[src/rtl/down_timer.sv]
// Loadable down-counter/timer with one-cycle done pulse and IDLE/RUN/DONE sequencing.
// Define DOWN_TIMER_AUTO_RELOAD_EN to restart from the reload value after each done pulse.
module down_timer #(
  parameter int WIDTH = 5
) (
  input  logic             clk,
  input  logic             rst,
  input  logic [WIDTH-1:0] data,
  input  logic             load,
  input  logic             start,
  input  logic             stop,
  input  logic             enable,
  output logic [WIDTH-1:0] count,
  output logic             busy,
  output logic             done,
  output logic             zero
);

  localparam logic [1:0] IDLE = 2'd0;
  localparam logic [1:0] RUN  = 2'd1;
  localparam logic [1:0] DONE = 2'd2;

  localparam logic [WIDTH-1:0] ONE = WIDTH'(1);

  logic [1:0]       state;
  logic [WIDTH-1:0] reload;

  // NOTE: sequential state uses non-blocking (<=) so every register samples pre-edge values.
  always_ff @(posedge clk) begin
    if (rst) begin
      state  <= IDLE;
      count  <= '0;
      reload <= '0;
    end else if (load) begin
      state  <= IDLE;
      count  <= data;
      reload <= data;
    end else if (stop) begin
      // In IDLE this is a no-op, but it still masks a coincident start.
      state <= IDLE;
    end else begin
      case (state)
        IDLE: begin
          if (start) state <= (count != '0) ? RUN : DONE;
        end
        RUN: begin
          if (enable && count != '0) begin
            count <= count - ONE;
            if (count == ONE) state <= DONE;
          end
        end
        DONE: begin
`ifdef DOWN_TIMER_AUTO_RELOAD_EN
          if (reload != '0) begin
            state <= RUN;
            count <= reload;
          end else begin
            state <= IDLE;
          end
`else
          state <= IDLE;
`endif
        end
        default: state <= IDLE;
      endcase
    end
  end

  assign busy = (state == RUN);
  assign done = (state == DONE);
  assign zero = (count == '0);

endmodule

[config.mk]
export PLATFORM = sky130hd
export DESIGN_NAME = down_timer
export DESIGN_NICKNAME = d
export VERILOG_FILES = /design/src/rtl/down_timer.sv
export SDC_FILE = /design/constraint.sdc
export NUM_CORES = 1
export LEC_CHECK = 0
export CAP_MARGIN = 20
export CORE_AREA = 3 3 40 42
export DETAILED_ROUTE_END_ITERATION = 10
export DIE_AREA = 0 0 43 45
export GPL_TIMING_DRIVEN = 0
export PLACE_DENSITY = 0.68
export SLEW_MARGIN = 20
export SYNTH_ARGS = -nofsm -noshare
export SYNTH_HDL_FRONTEND = slang
export SYNTH_SLANG_ARGS = --single-unit
[constraint.sdc]
create_clock -name clk -period 4.2 [get_ports clk]
set_input_delay 0.84 -clock clk [delete_from_list [all_inputs] [get_ports clk]]
set_output_delay 0.84 -clock clk [all_outputs]
set_load 0.05 [all_outputs]
# == Word level (Yosys, flattened, before mapping) ==
# Cells that the tools add are included.
# totals
ff_bits,7
mem_bits_rw,0
mem_count,0
mem_bits_ro,0
out_inout_bits,8
latch_bits,0
# op_classes
n_div,0
n_eq_ne,7
order_cmp,0
n_mux,9
n_mul,0
bitwise,0
n_addsub,1
n_reduce_logical,9
shifts,0
# op_table
cell,n
$mux 5,4
$mux 2,4
$reduce_and 3->1,2
$eq 5x1->1 const B,1
$logic_not 5->1,1
$reduce_bool 5->1,1
$sub 5x1->5 const B,1
$ne 2x1->1 const B,2
$ne 2x2->1 const B,2
$pmux 2 s2,1
$reduce_bool 2->1,2
$reduce_or 3->1,1
$eq 2x1->1 const B,1
$eq 2x2->1 const B,1
$logic_not 2->1,1
$logic_and 1x1->1,1

# == Longest topological paths before layout ==
# depth
depth_word,6
ltp_mapped,7
depth_no_buf,6

# == Worst setup path after synthesis ==
# No wires, ideal clock.
# synth_timing
kind,register to output
startpoint,reg count[0]
endpoint,out zero
arrival_time_ns,1.540
stages_incl_launch_ff,6
slack_ns,1.820
path_cell_list,dfxtp_1 > inv_1 > ha_1 > or4b_1 > buf_6 > inv_4
# synth_via
elab_chain_len,1
# synth_rtl
element,line_no,source
from (decl),13,"output logic [WIDTH-1:0] count,"
from (signal assigned),36,count <= data;
from (signal assigned),48,count <= count - ONE;
$logic_not 5->1,71,assign zero = (count == '0);
to (decl),16,output logic zero
# No other way between the ends.

# == Final worst setup path ==
# Same ends and word-level chain as after synthesis.

==> results.txt <==
status = completed
Clk pwr share = 31.2%
Post-synth top cells = dfxtp_1 (7), inv_1 (5), a21oi_1 (4), nor2_1 (4), nor2b_1 (4)
antenna-violating nets left = 0
Area growth, synth to finish = 48.00%
largest net degree at the start of global routing = 8
CTS H-tree depth = 1
final wirelength = 1132 µm
Leak = 0.2590 nW
Num CTS Buffers = 3
Post-synth ARST share = 0%
Gate power share = 32.1%
Mapped Nets = 69
Syn Inst Count = 55
Worst Max-Slew Pin Slew = 0.6995 ns
Yosys warnings = 0
Setup violations, final = 0
max-slew violations = 0
leading post-synthesis cells by cell area = dfxtp_1 (30%), ha_1 (8.0%), a311oi_1 (5.6%), nor2b_1 (5.3%), or4_1 (4.8%)
hold worst-path end = state[1]
CTS tree = built
cts repair resizes = 0
register area share after synthesis = 29.87%
Pint = 0.1346 mW
die height = 45 µm
R2R Setup Slk = 2.33 ns
Placed Instances = 88
most numerous cell in the Yosys netlist = dfxtp_1
hold depth = 2
fillers = 129
initial antenna violation count = 0
CP arrival = 2.34 ns
RSZ-0062 raised after global routing = false
via count = 470
WL/cell = 12.30 µm
Final Non-Filler Cells = 92
DIE AREA = 1935 µm²
area leader, netlist = dfxtp_1
setup_tns = 0 ns
power consumption = 0.2033 mW
IO Count = 19
Final GP Congestion = 0.7129
vias per inst = 5.109
Synth top area share = 29.87%
mapped cell area = 469.2 µm²
Clock Root Buffer = clkbuf_4
share of cells above drive strength 1 = 9.091%
initial cell density of the core = 36.51%
worst hold slack = 0.5441 ns
maxcap violations = 0
DRT iter0 DRCs = 10
final worst-path cycle share = 75.67%
number of buffers added for setup after CTS = 0
Setup CP Type = register to primary output
Tmin final = 3.178 ns
Worst setup SP type = register
Synth cell types = 28
clock buffer depth = 2
reg-to-reg critical path startpoint = count[0]
Yosys reg bits = 7
Clock Latency Late Sink = 0.25 ns
Multi-input gate area = 292.8 µm²
Pre-Repair DR Iteration Count = 4
Crit path required time = 3.36 ns
Max Fclk = 314.6 MHz
crit-path max FO = 6
sequential cell area = 140.1 µm²
switch share = 33.78%
GR Util All Layers = 12.41%
Ant. Diodes = 0
nets = 92
Peak supply drop = 0.1055 mV
Top FF cell, synth = dfxtp_1
Power Density = 292.8 nW/µm²
DR DRC count = 0
Worst-path clk slew = 0.06 ns
Placed Instance Area = 668.1 µm²
Post-synth EDFFs = 0
Rows = 13
CTS sink cnt = 7
Worst Skew = 0.001093 ns
vias in the first global route = 405
Port Buffers = 18
Slew HR = 52.73%
first-pass GRT wire length = 1856 µm
Die Width = 43 µm
hold buffers post-CTS = 0
hold_sp = state[0]
Flop pwr share = 36.7%
RR Endpoint = count[3]
Worst setup EP type = primary output
reg2reg path depth = 7
DP Wirelength = 889.1 µm
Post-Layout Inst Area = 694.4 µm²
Psw = 0.06869 mW
Hold Path Class = register to register
mean cell area of the mapped netlist = 8.531 µm²
final hold vios = 0
GRT overflow = 0
CORE AREA = 1285 µm²
-- worst max-delay path by stage --
stage / startpoint / to / slack (ns) / depth (start not counted)
6_report: count[0] / zero / 1.02 / 6
5_1_grt: count[1] / zero / 0.90 / 6
4_1_cts: count[0] / zero / 1.01 / 6
3_5_place_dp: count[0] / zero / 1.28 / 6
3_3_place_gp: count[0] / zero / 1.30 / 6
2_1_floorplan: count[0] / zero / 1.82 / 5
-- logic make-up (layout without fill, tap and decap cells) --
| kind of cell | after synthesis | after routing | synth area share, % |
|---|---|---|---|
| buffers and inverters | 7 | 29 | 7.734 |
| flip-flops | 7 | 7 | 29.87 |
| AND/OR/NAND/NOR | 24 | 24 | 32.27 |
| adder cells (fa/ha/maj) | 3 | 3 | 8.001 |
| AO/OA/AOI/OAI | 14 | 14 | 22.14 |
-- worst max-delay path: stages (launching register included) --
cell and delay [ns]:
dfxtp_1 0.34, inv_1 0.11, ha_1 0.16, or4b_1 0.45, buf_6 0.15, inv_4 0.07, clkdlybuf4s50_1 0.80
-- registers in the layout, summed over array words and instances (netlist names) --
name and flops:
count 5, state 2
-- power groups by stage --
| stage | clock, mW | combinational [mW] | sequential, mW |
|---|---|---|---|
| CTS | 0.0648 | 0.0654 | 0.0746 |
| finish | 0.0635 | 0.0653 | 0.0746 |
| floorplan | 0 | 0.0291 | 0.0863 |
| detailed placement | 0 | 0.0652 | 0.0761 |
| global placement | 0 | 0.0650 | 0.0761 |
| global route | 0.0670 | 0.0700 | 0.0756 |
-- per-layer routing --
metal  share of wire [%]  routed length, µm  global-route usage [%]  vias to the layer above
met3                 6.0                 68                   2.390                        0
met5                   0                  0                       0                        -
met1                  49                552                   17.35                      202
li1                    -                  -                       -                      255
met4                   0                  0                   5.422                        0
met2                  45                511                   18.56                       13
-- area by class of cell --
type                            count  share of cell area [%]
Timing Repair Buffer               18                   25.95
Buffer                              1                   1.622
Inverter                            6                   3.604
Multi-Input combinational cell     41                   42.16
Sequential cell                     7                   20.18
Clock buffer                        4                   3.784
Tap cell                           15                   2.703
-- layout by cell type (no fill, tap or decap), drive strengths merged, types with 2 or more instances in the layout --
cell type / count
nand2: 2
nor2: 4
o21ai: 2
a311oi: 3
nand4: 2
inv: 6
or4: 3
clkdlybuf4s50: 18
dfxtp: 7
clkbuf: 4
nor2b: 4
ha: 3
a21oi: 4
-- metrics by stage --
step                worst slack (ns)  util (%)
floorplan                      1.820         -
global placement               1.297     52.00
detailed placement             1.284     52.00
CTS                            1.012     54.04
global route                  0.8999     54.04
finish                         1.022     54.04
No activity file was read; power rests on OpenSTA's default activity.
